===== config.mk =====
export PLATFORM = sky130hd
export DESIGN_NAME = column_select_encoder
export DESIGN_NICKNAME = d
export VERILOG_FILES = /design/src/rtl/column_select_pkg.sv /design/src/rtl/column_select_encoder_button_conditioner.sv /design/src/rtl/column_select_encoder.sv
export SDC_FILE = /design/constraint.sdc
export NUM_CORES = 1
export LEC_CHECK = 0
export BUFFER_PORTS_ARGS = -buffer_cell sky130_fd_sc_hd__buf_2
export CAP_MARGIN = 10
export CORE_UTILIZATION = 45
export CTS_BUF_LIST = sky130_fd_sc_hd__clkbuf_4 sky130_fd_sc_hd__clkbuf_8 sky130_fd_sc_hd__clkbuf_16
export DETAILED_ROUTE_END_ITERATION = 10
export PLACE_DENSITY = 0.67
export SLEW_MARGIN = 10
export SYNTH_ARGS = -nofsm -noshare
export SYNTH_HDL_FRONTEND = slang
export SYNTH_SLANG_ARGS = --single-unit

===== constraint.sdc =====
create_clock -name CLK -period 3.8 [get_ports CLK]
set_clock_uncertainty 0.15 [all_clocks]
set_input_delay 0.38 -clock CLK [delete_from_list [all_inputs] [get_ports CLK]]
set_output_delay 0.38 -clock CLK [all_outputs]
set_load 0.05 [all_outputs]

===== src/rtl/column_select_pkg.sv =====
// column_select_pkg: shared state encoding and sizing for the column select encoder.
package column_select_pkg;
  localparam int COL_W = 3;
  localparam int MAX_COLS = 8;
  typedef enum logic [1:0] {
    ST_SELECT  = 2'd0,
    ST_REQUEST = 2'd1,
    ST_RELEASE = 2'd2
  } state_t;
endpackage


===== src/rtl/column_select_encoder_button_conditioner.sv =====
// button_conditioner: 2-flop synchronizer, debounce counter and rising-edge press pulse.
module button_conditioner #(
  parameter int DEBOUNCE_CYCLES = 50000
) (
  input  logic clk,
  input  logic rst,
  input  logic btn_raw,
  output logic level,
  output logic press
);
  localparam int CW = $clog2(DEBOUNCE_CYCLES + 1);
  localparam logic [CW-1:0] LAST = CW'(DEBOUNCE_CYCLES - 1);
  logic s1_q, s2_q, level_q, level_d, press_q, press_d, flip;
  logic [CW-1:0] cnt_q, cnt_d;
  always_comb begin
    flip = (s2_q != level_q) && (cnt_q == LAST);
    cnt_d = (s2_q == level_q || flip) ? '0 : cnt_q + 1'b1;
    level_d = level_q ^ flip;
    press_d = flip & ~level_q;
  end
  always_ff @(posedge clk) begin
    if (rst) begin
      s1_q <= 1'b0;
      s2_q <= 1'b0;
      level_q <= 1'b0;
      press_q <= 1'b0;
      cnt_q <= '0;
    end else begin
      s1_q <= btn_raw;
      s2_q <= s1_q;
      level_q <= level_d;
      press_q <= press_d;
      cnt_q <= cnt_d;
    end
  end
  assign level = level_q;
  assign press = press_q;
endmodule


===== src/rtl/column_select_encoder.sv =====
// column_select_encoder: debounced NEXT/PREV/FIRE buttons to column code A,B,C and a valid/ack fire request.
// Define COLUMN_SELECT_AUTOREPEAT_EN to step repeatedly while NEXT or PREV is held.
module column_select_encoder
  import column_select_pkg::*;
#(
  parameter int NUM_COLS = 5,
  parameter int DEBOUNCE_CYCLES = 50000,
  parameter int REPEAT_CYCLES = 12500000
) (
  input  logic             CLK,
  input  logic             RST,
  input  logic             BTN_NEXT,
  input  logic             BTN_PREV,
  input  logic             BTN_FIRE,
  input  logic             FIRE_ACK,
  output logic             A,
  output logic             B,
  output logic             C,
  output logic             FIRE_VALID,
  output logic [COL_W-1:0] FIRE_COL,
  output logic             BUSY
);
  localparam logic [COL_W-1:0] LAST_COL = COL_W'(NUM_COLS - 1);
  logic next_lvl, next_press, prev_lvl, prev_press, fire_lvl, fire_press;
  logic step_next, step_prev;
  state_t state_q, state_d;
  logic [COL_W-1:0] col_q, col_d, fire_col_q, fire_col_d;
  logic fire_valid_q, fire_valid_d;
  button_conditioner #(.DEBOUNCE_CYCLES(DEBOUNCE_CYCLES)) u_next (
    .clk(CLK), .rst(RST), .btn_raw(BTN_NEXT), .level(next_lvl), .press(next_press));
  button_conditioner #(.DEBOUNCE_CYCLES(DEBOUNCE_CYCLES)) u_prev (
    .clk(CLK), .rst(RST), .btn_raw(BTN_PREV), .level(prev_lvl), .press(prev_press));
  button_conditioner #(.DEBOUNCE_CYCLES(DEBOUNCE_CYCLES)) u_fire (
    .clk(CLK), .rst(RST), .btn_raw(BTN_FIRE), .level(fire_lvl), .press(fire_press));
`ifdef COLUMN_SELECT_AUTOREPEAT_EN
  localparam int RW = $clog2(REPEAT_CYCLES + 1);
  logic [RW-1:0] rpt_cnt_q, rpt_cnt_d;
  logic hold, rpt;
  // Counter holds cycles since the press (or last repeat); both buttons held means no motion.
  always_comb begin
    hold = (state_q == ST_SELECT) && (next_lvl ^ prev_lvl);
    rpt = hold && (rpt_cnt_q == RW'(REPEAT_CYCLES));
    rpt_cnt_d = !hold ? '0 : rpt ? RW'(1) : rpt_cnt_q + 1'b1;
  end
  always_ff @(posedge CLK) rpt_cnt_q <= RST ? '0 : rpt_cnt_d;
  assign step_next = next_press | (rpt & next_lvl);
  assign step_prev = prev_press | (rpt & prev_lvl);
`else
  logic unused_lvl;
  assign unused_lvl = next_lvl ^ prev_lvl ^ (REPEAT_CYCLES > 0);
  assign step_next = next_press;
  assign step_prev = prev_press;
`endif
  always_comb begin
    state_d = state_q;
    col_d = col_q;
    fire_valid_d = fire_valid_q;
    fire_col_d = fire_col_q;
    case (state_q)
      ST_SELECT:
        if (fire_press) begin
          fire_col_d = col_q;
          fire_valid_d = 1'b1;
          state_d = ST_REQUEST;
        end else if (step_next && !step_prev) begin
          col_d = (col_q == LAST_COL) ? '0 : col_q + 1'b1;
        end else if (step_prev && !step_next) begin
          col_d = (col_q == '0) ? LAST_COL : col_q - 1'b1;
        end
      ST_REQUEST:
        if (FIRE_ACK) begin
          fire_valid_d = 1'b0;
          state_d = ST_RELEASE;
        end
      ST_RELEASE: state_d = fire_lvl ? ST_RELEASE : ST_SELECT;
      default: state_d = ST_SELECT;
    endcase
  end
  always_ff @(posedge CLK) begin
    if (RST) begin
      state_q <= ST_SELECT;
      col_q <= '0;
      fire_valid_q <= 1'b0;
      fire_col_q <= '0;
    end else begin
      state_q <= state_d;
      col_q <= col_d;
      fire_valid_q <= fire_valid_d;
      fire_col_q <= fire_col_d;
    end
  end
  assign {A, B, C} = col_q;
  assign FIRE_VALID = fire_valid_q;
  assign FIRE_COL = fire_col_q;
  assign BUSY = state_q != ST_SELECT;
endmodule


==> flow_metrics.tcl, run 1 <==
set metrics [dict create \
    status "complete, no violations" \
    postRouteAntennaNets 0 \
    postCtsSetupRepairBufs 0 \
    worst_slew_pin_slew_ns 0.827 \
    crit_arrival_ns 2.07 \
    fmax_ghz 0.503 \
    slowest_delay_ns 0.66 \
    power_density_mw_per_mm2 396 \
    finalWirelength_um 4970 \
    cts_root_buffer "clkbuf_8" \
    yosysSeqAreaShare_pct 46.3 \
    multi_input_area_mm2 0.00151 \
    cts_buffers 9 \
    worst-path-max-fanout 14 \
    place_area_mm2 0.00312 \
    clockBufferDepth 2 \
    die_h_um 83.4 \
    portBuffers 13 \
    yosysTopAreaCell "dfxtp_1" \
    finalWorstSetupSlack_ns 1.81 \
    synthTopCellsByArea "dfxtp_1, xnor2_1, nor2_1" \
    cts.htree.levels 3 \
    critPathKind "reg2reg" \
    crit_path_end_kind "flip-flop" \
    hold_start "BTN_PREV" \
    fin_crit_sh_pct 52.3 \
    finalWeightedCongestion 0.813 \
    area_delta_synth_final_pct 11.0 \
    clkTransAtPathRegs_ns 0.07 \
    n_antenna_cell 0 \
    coreArea_mm2 0.00639 \
    fin_nets 362 \
    r2r_end "u_fire.cnt_q[12]$_SDFF_PP0_" \
    dp.cells 415 \
    synthTopCellsByCount "dfxtp_1, nor2_1, xnor2_1, nor4_1, nand3_1" \
    setup_viol 0 \
    yosys_warnings 0 \
    maxSlewViolCount 0 \
    grt_max_degree 29 \
    holdPathEnd "u_prev.s1_q$_SDFF_PP0_" \
    r2r_setup_slack_ns 1.81 \
    synth_nets 344 \
    r2r_start "u_fire.cnt_q[0]$_SDFF_PP0_" \
    cp.required_ns 3.88 \
    dieArea_mm2 0.00696 \
    drt-initial-drc-count 97 \
    ctsHoldBuffers 0 \
    synth.most_common_cell "dfxtp_1" \
    yosysTopAreaCellShare_pct 46.3 \
    path_cells "ha_1 -> nand3_1 -> or4_4 -> nand2_4 -> nor2_1" \
    fill_cells 592 \
    antenna_found_initial 0 \
    setup_tns_ns 0 \
    rsz0062_at_grt "no" \
    cts_num_sinks 69 \
    pin_count 14 \
    ys_async_sr_fraction_pct 0 \
    cts_tree "yes" \
    place_ws_ns 1.80 \
    via_count 2263 \
    hold_viol 0 \
    fin_cells 431 \
    ir_worst_vdd_v 0.000225 \
    p_leak_nw 1.05 \
    grt_pass1_wl_um 8740 \
    placementRows 29 \
    fin_crit_ns 1.99 \
    synth_cell_types 37 \
    start_util_pct 46.7 \
    slew-limit-headroom_pct 44.4 \
    holdPathStages 2 \
    slowest_stage "or4_4" \
    grt_pass1_vias 2058 \
    wire_per_inst_um 11.5 \
    cts_resized 0 \
    dpl.hpwl_um 3390 \
    design_area_mm2 0.00331 \
    vias_per_cell 5.25 \
    overflow 0 \
    netlist_instances 331 \
    maxCapViolCount 0 \
    drc 0 \
    seq_area_mm2 0.00138 \
    die_x_um 83.4 \
    min_path_type "in2reg" \
    synth-seq-cells 69 \
    drtPass1Iterations 4 \
    syn_area_per_cell_um2 9.01 \
    yosys_most_used_dff "dfxtp_1" \
    cp-start-kind "flip-flop" \
    drive_above_1_share_pct 9.60 \
    power_mw 1.31 \
    synth_edf_count 0 \
    ff2ff_path_depth 5 \
    grtUsageTotal_pct 15.5 \
    worstSkewPairLatency_ns 0.34 \
    synth_area_mm2 0.00298 \
]
## layout make-up
type / instances / share of cell area (%)
Tap cell: 77 / 2.91
Timing Repair Buffer: 14 / 2.19
Clock inverter: 4 / 0.907
Inverter: 15 / 1.70
Clock buffer: 12 / 4.99
Multi-Input combinational cell: 240 / 45.6
Sequential cell: 69 / 41.7
## worst max-delay path: cells and delay by family, from the launching register on
family | cells | cell delay [ns]
adder cells (fa/ha/maj) | 1 | 0.20
AND/OR/NAND/NOR | 4 | 1.16
flip-flops | 1 | 0.38
## logic make-up (layout without fill, tap and decap cells)
logic type               Yosys count  after routing  synth area share, %
AND/OR/NAND/NOR                  166            166                 28.9
flip-flops                        69             69                 46.3
XOR/XNOR                          46             46                 13.5
buffers and inverters             22             45                 3.06
AO/OA/AOI/OAI                     14             14                 2.89
adder cells (fa/ha/maj)            7              7                 2.94
multiplexers                       7              7                 2.35
## report_power, final
part	switching, mW	internal, mW
sequential	0.00238	0.727
combinational	0.0108	0.00576
clock	0.274	0.293
total	0.287	1.02
## through the flow
| step | util [%] | hold slack [ns] |
|---|---|---|
| 2_1_floorplan | - | 0.264 |
| 3_3_place_gp | 48.8 | 0.267 |
| 3_5_place_dp | 48.8 | 0.273 |
| 4_1_cts | 51.9 | 0.0773 |
| 5_1_grt | 51.9 | 0.0928 |
| 6_report | 51.9 | 0.0972 |
## layout by cell type (no fill, tap or decap), drive strengths merged, types with 2 or more instances in the layout
master	instances
a2111oi	2
a21oi	4
and3	5
and4b	2
buf	14
clkbuf	12
clkinv	2
dfxtp	69
ha	7
inv	16
mux2i	7
nand2	13
nand3	16
nand3b	2
nand4	13
nor2	62
nor2b	9
nor3	14
nor4	18
nor4b	3
o21ai	5
or4	2
xnor2	42
xor2	4
## state kept, by name, indices dropped and copies added (netlist names), 2 cells and up, named ones only
signal,count
FIRE_COL,3
col_q,3
state_q,2
u_fire.cnt_q,16
u_next.cnt_q,16
u_prev.cnt_q,16
## worst max-delay path by stage
stage,startpoint,to,slack (ns),cells past startpoint
2_1_floorplan,u_fire.cnt_q[11]$_SDFF_PP0_,u_fire.cnt_q[15]$_SDFF_PP0_,1.86,5
3_3_place_gp,u_prev.press$_SDFF_PP0_,col_q[2]$_SDFFE_PP0P_,1.87,5
3_5_place_dp,u_fire.cnt_q[0]$_SDFF_PP0_,u_fire.cnt_q[12]$_SDFF_PP0_,1.80,5
4_1_cts,u_fire.cnt_q[0]$_SDFF_PP0_,u_fire.cnt_q[12]$_SDFF_PP0_,1.79,5
5_1_grt,u_fire.cnt_q[0]$_SDFF_PP0_,u_fire.cnt_q[4]$_SDFF_PP0_,1.68,5
6_report,u_fire.cnt_q[0]$_SDFF_PP0_,u_fire.cnt_q[12]$_SDFF_PP0_,1.81,5
## metal layers
layer	routed length [um]	part of all wire [%]	track usage [%]	up-vias
li1	-	-	-	1182
met1	2460	49	19.2	1028
met2	2200	44	23.8	41
met3	211	4.2	5.67	12
met4	103	2.1	7.86	0
met5	0	0	0	-
Power figures use the tool's default switching activity.
==> run 2: changes to the inputs <==
==> constraint.sdc (replaced) <==
create_clock -name CLK -period 1.9 [get_ports CLK]
set_clock_uncertainty 0.15 [all_clocks]
set_input_delay 0.19 -clock CLK [delete_from_list [all_inputs] [get_ports CLK]]
set_output_delay 0.19 -clock CLK [all_outputs]
set_load 0.05 [all_outputs]
==> run 2 against run 1 <==
Die area did not move. Global-route usage up 1.4 points. Sequential cell count unchanged. Fmax up 6.1%. Sequential power increased by 100%. Largest power group unchanged.
==> flow_metrics.tcl, run 2 (synthesized netlist as in run 1, its figures left out) <==
set metrics [dict create \
    coreArea_mm2 0.00639 \
    reg_top3 "u_fire.cnt_q (16), u_next.cnt_q (16), u_prev.cnt_q (16)" \
    postRouteAntennaNets 0 \
    cts_root_buffer "clkbuf_8" \
    worstSkewPairLatency_ns 0.34 \
    cts_num_sinks 69 \
    via_count 2296 \
    fill_cells 604 \
    p_leak_nw 1.14 \
    slowest_delay_ns 0.56 \
    antenna_found_initial 0 \
    overflow 0 \
    area_delta_synth_final_pct 16.1 \
    grtUsageTotal_pct 17.0 \
    drtPass1Iterations 4 \
    fin_crit_sh_pct 98.7 \
    drt-initial-drc-count 80 \
    dieArea_mm2 0.00696 \
    cts_tree "yes" \
    worst_slew_pin_slew_ns 0.385 \
    postCtsSetupRepairBufs 0 \
    start_util_pct 46.7 \
    pin_count 14 \
    hold_ws_ns 0.0679 \
    status "complete, no violations" \
    final_cell_mix "dfxtp_1, nor2_1, xnor2_1, nor4_1" \
    dpl.hpwl_um 3730 \
    hold_viol 0 \
    wire_per_inst_um 11.9 \
    vias_per_cell 5.10 \
    cts_buffers 9 \
    placementRows 29 \
    crit_top_cell "or4_4" \
    power_mw 2.56 \
    portBuffers 13 \
    grt_pass1_vias 2133 \
    n_antenna_cell 0 \
    drive_above_1_share_pct 14.5 \
    cts.htree.levels 3 \
    final_common_cell "dfxtp_1" \
    finalWirelength_um 5380 \
    rsz0062_at_grt "yes" \
    finalWeightedCongestion 0.764 \
    setup_viol 0 \
    fin_crit_ns 1.87 \
    worst-path-max-fanout 4 \
    fin_nets 381 \
    die_h_um 83.4 \
    clkTransAtPathRegs_ns 0.08 \
    maxCapViolCount 0 \
    critPathTopFamily "simple AND/OR/NAND/NOR gates" \
    ir_worst_vdd_v 0.000476 \
    setup_tns_ns 0 \
    power_density_mw_per_mm2 740 \
    fmax_ghz 0.533 \
    final_core_util_pct 54.2 \
    crit_arrival_ns 1.95 \
    min_path_type "in2reg" \
    grt_max_degree 19 \
    slowest_stage "or4_4" \
    maxSlewViolCount 0 \
    drc 0 \
    die_x_um 83.4 \
    grt_pass1_wl_um 9500 \
    cp-start-kind "flip-flop" \
    critPathKind "reg2reg" \
    cp_num_buf_inv 0 \
    cp.required_ns 1.98 \
    slew-limit-headroom_pct 74.2 \
    crit_path_end_kind "flip-flop" \
    path_cells "or4_4 -> or4_4 -> mux2i_1 -> nor2_1" \
    clockBufferDepth 2 \
]
-- run 2: cell type report --
type | count | area [um^2] | share of cell area [%]
multi-input combinational | 240 | 1520 | 44.0
timing repair buffer | 33 | 225 | 6.50
inverter | 15 | 56.3 | 1.63
sequential | 69 | 1390 | 40.0
clock buffer | 10 | 138 | 3.97
tap | 77 | 96.3 | 2.78
clock inverter | 6 | 38.8 | 1.12
-- run 2: final timing paths --
path                                             startpoint                      to  slack [ns]  cells after the start
worst max-delay path            u_fire.cnt_q[11]$_SDFF_PP0_               flip-flop        0.03                      4
worst min-delay path                                    RST               flip-flop        0.07                      2
worst max register to register  u_fire.cnt_q[11]$_SDFF_PP0_               flip-flop        0.03                      4
worst min register to register       u_fire.s1_q$_SDFF_PP0_  u_fire.s2_q$_SDFF_PP0_        0.29                      1
-- run 2: report_power, final --
group	internal (mW)	total (mW)	switching, mW
logic	0.0209	0.0459	0.0250
clock network	0.503	1.06	0.556
registers	1.45	1.46	0.00419
total	1.98	2.56	0.585
-- run 2: worst register-to-register path: stages (launching register included) --
cell and delay [ns]:
dfxtp_2 0.32, or4_4 0.51, or4_4 0.56, mux2i_1 0.17, nor2_1 0.05
-- run 2: repair_timing --
item / CTS / global route
endpoints found under the hold margin: 5 / 0
hold buffers: 4 / 0
setup endpoints to repair: 5 / 17
gates resized for setup: 1 / 3
-- run 2: routing by layer --
layer,GRT usage (%),vias to the layer above,share of wire [%]
met5,0,-,0
met4,10.5,0,2.6
li1,-,1214,-
met1,22.2,1055,50
met2,26.0,17,45
met3,3.08,10,2.2
-- run 2: stage by stage --
stage / setup WS [ns] / area [um^2] / instances
after floorplan: 0.00896 / 2990 / 331
after global placement: 0.0389 / 3230 / 430
after detailed placement: 0.000666 / 3230 / 430
after CTS: 0.000390 / 3460 / 450
after global routing: -0.0349 / 3460 / 450
final: 0.0250 / 3460 / 450
==> run 3: changes to the inputs <==
--- a/config.mk
+++ b/config.mk
@@ -7,10 +7,12 @@
 export LEC_CHECK = 0
 export BUFFER_PORTS_ARGS = -buffer_cell sky130_fd_sc_hd__buf_2
 export CAP_MARGIN = 10
-export CORE_UTILIZATION = 45
+export CELL_PAD_IN_SITES_DETAIL_PLACEMENT = 0
+export CELL_PAD_IN_SITES_GLOBAL_PLACEMENT = 2
+export CORE_UTILIZATION = 38
 export CTS_BUF_LIST = sky130_fd_sc_hd__clkbuf_4 sky130_fd_sc_hd__clkbuf_8 sky130_fd_sc_hd__clkbuf_16
 export DETAILED_ROUTE_END_ITERATION = 10
-export PLACE_DENSITY = 0.67
+export PLACE_DENSITY = 0.84
 export SLEW_MARGIN = 10
 export SYNTH_ARGS = -nofsm -noshare
 export SYNTH_HDL_FRONTEND = slang
==> run 3 against run 2 <==
The flow now finishes with violations (negative setup slack). Die area rose by 18%. Global-route usage shrank 2.1 points. Setup slack got worse by 0.031 ns. Cell count increased by 4.9%. Worst hold slack improved by 0.040 ns. Core utilization down 6.5 points. Sequential share of layout area fell by 0.85 points. Via count is 0.48% higher.
==> flow_metrics.tcl, run 3 (synthesized netlist as in run 1, its figures left out) <==
set metrics [dict create \
    cp.required_ns 1.97 \
    cts.htree.levels 3 \
    cts_num_sinks 69 \
    start_util_pct 40.3 \
    fmax_ghz 0.525 \
    cp-start-kind "flip-flop" \
    grt_max_degree 23 \
    die_h_um 90.6 \
    drt-initial-drc-count 46 \
    fin_nets 381 \
    fill_cells 709 \
    dpl.hpwl_um 3760 \
    drc 0 \
    placementRows 31 \
    grt_pass1_wl_um 9780 \
    wire_per_inst_um 11.4 \
    power_density_mw_per_mm2 796 \
    worstSkewPairLatency_ns 0.34 \
    clockBufferDepth 2 \
    clkTransAtPathRegs_ns 0.08 \
    p_leak_nw 1.16 \
    worst-path-max-fanout 4 \
    n_antenna_cell 0 \
    worst_slew_pin_slew_ns 0.408 \
    min_path_type "in2reg" \
    die_x_um 90.6 \
    portBuffers 13 \
    dieArea_mm2 0.00821 \
    rsz0062_at_grt "yes" \
    final_common_cell "dfxtp_1" \
    final_cell_mix "dfxtp_1, nor2_1, xnor2_1, nor4_1" \
    setup_viol 1 \
    power_mw 2.82 \
    finalWirelength_um 5400 \
    area_delta_synth_final_pct 18.6 \
    cts_buffers 9 \
    fin_crit_sh_pct 100 \
    crit_path_end_kind "flip-flop" \
    coreArea_mm2 0.00741 \
    overflow 0 \
    pin_count 14 \
    drive_above_1_share_pct 14.5 \
    postRouteAntennaNets 0 \
    maxCapViolCount 0 \
    postCtsSetupRepairBufs 0 \
    cts_tree "yes" \
    critPathKind "reg2reg" \
    crit_arrival_ns 1.98 \
    hold_ws_ns 0.108 \
    finalWorstSetupSlack_ns -0.00570 \
    slew-limit-headroom_pct 72.8 \
    cts_root_buffer "clkbuf_8" \
    maxSlewViolCount 0 \
    reg_top3 "u_fire.cnt_q (16), u_next.cnt_q (16), u_prev.cnt_q (16)" \
    fin_crit_ns 1.91 \
    violations "negative setup slack" \
    setup_tns_ns -0.00570 \
    vias_per_cell 4.89 \
    finalWeightedCongestion 0.722 \
    grtUsageTotal_pct 14.9 \
    drtPass1Iterations 4 \
    ir_worst_vdd_v 0.000421 \
    grt_pass1_vias 2157 \
    status "finished with violations" \
    antenna_found_initial 0 \
    via_count 2307 \
    hold_viol 0 \
]
run 3: changes by cell type in the layout (fill, tap and decap cells not counted), sizes merged:
cell / previous run / this run
bufinv: 0 / 2
clkinv: 4 / 3
clkinvlp: 2 / 1
run 3: repair_timing:
item | CTS | global route
hold endpoints to repair | 5 | 0
pin swaps | 0 | 3
hold buffers | 4 | 0
cloned | 0 | 0
gates resized for setup | 1 | 3
setup endpoints to repair | 14 | 17
run 3: area by class of cell:
type                            count  area [um^2]  share of cell area [%]
Clock inverter                      6         86.3                    2.44
Clock buffer                       10          138                    3.89
Timing Repair Buffer               33          225                    6.36
Multi-Input combinational cell    240         1520                    43.0
Sequential cell                    69         1390                    39.2
Tap cell                           99          124                    3.50
Inverter                           15         56.3                    1.59
run 3: path summary, 6_finish.rpt:
kind                                             startpoint  depth (start not counted)                     end  slack, ns
worst min register to register       u_prev.s1_q$_SDFF_PP0_                          1  u_prev.s2_q$_SDFF_PP0_       0.29
worst min-delay path                                    RST                          2  u_prev.s1_q$_SDFF_PP0_       0.11
worst max register to register  u_fire.cnt_q[12]$_SDFF_PP0_                          4               flip-flop     -0.006
worst max-delay path            u_fire.cnt_q[12]$_SDFF_PP0_                          4               flip-flop     -0.006
run 3: through the flow:
step / setup WS (ns) / instance area [um^2] / utilization [%] / instances
after detailed placement: -0.0114 / 3260 / 44.0 / 452
after floorplan: 0.00896 / 2990 / - / 331
after global placement: 0.0293 / 3260 / 44.0 / 452
after CTS: -0.0132 / 3530 / 47.7 / 472
after global routing: -0.0613 / 3540 / 47.8 / 472
final: -0.00570 / 3540 / 47.8 / 472
run 3: where the power goes:
part	internal, mW	switching (mW)
combinational	0.0208	0.0240
clock	0.772	0.542
sequential	1.45	0.00439
run 3: worst max-delay path, stage by stage (launching register included):
cell,delay (ns)
dfxtp_1,0.31
or4_4,0.52
or4_4,0.59
mux2i_1,0.17
nor2_1,0.05
run 3: metal layers:
| metal | up-vias | track usage [%] | part of all wire, % |
|---|---|---|---|
| li1 | 1215 | - | - |
| met2 | 22 | 23.5 | 46 |
| met1 | 1060 | 18.4 | 49 |
| met5 | - | 0 | 0 |
| met3 | 10 | 4.55 | 3.0 |
| met4 | 0 | 6.85 | 2.2 |
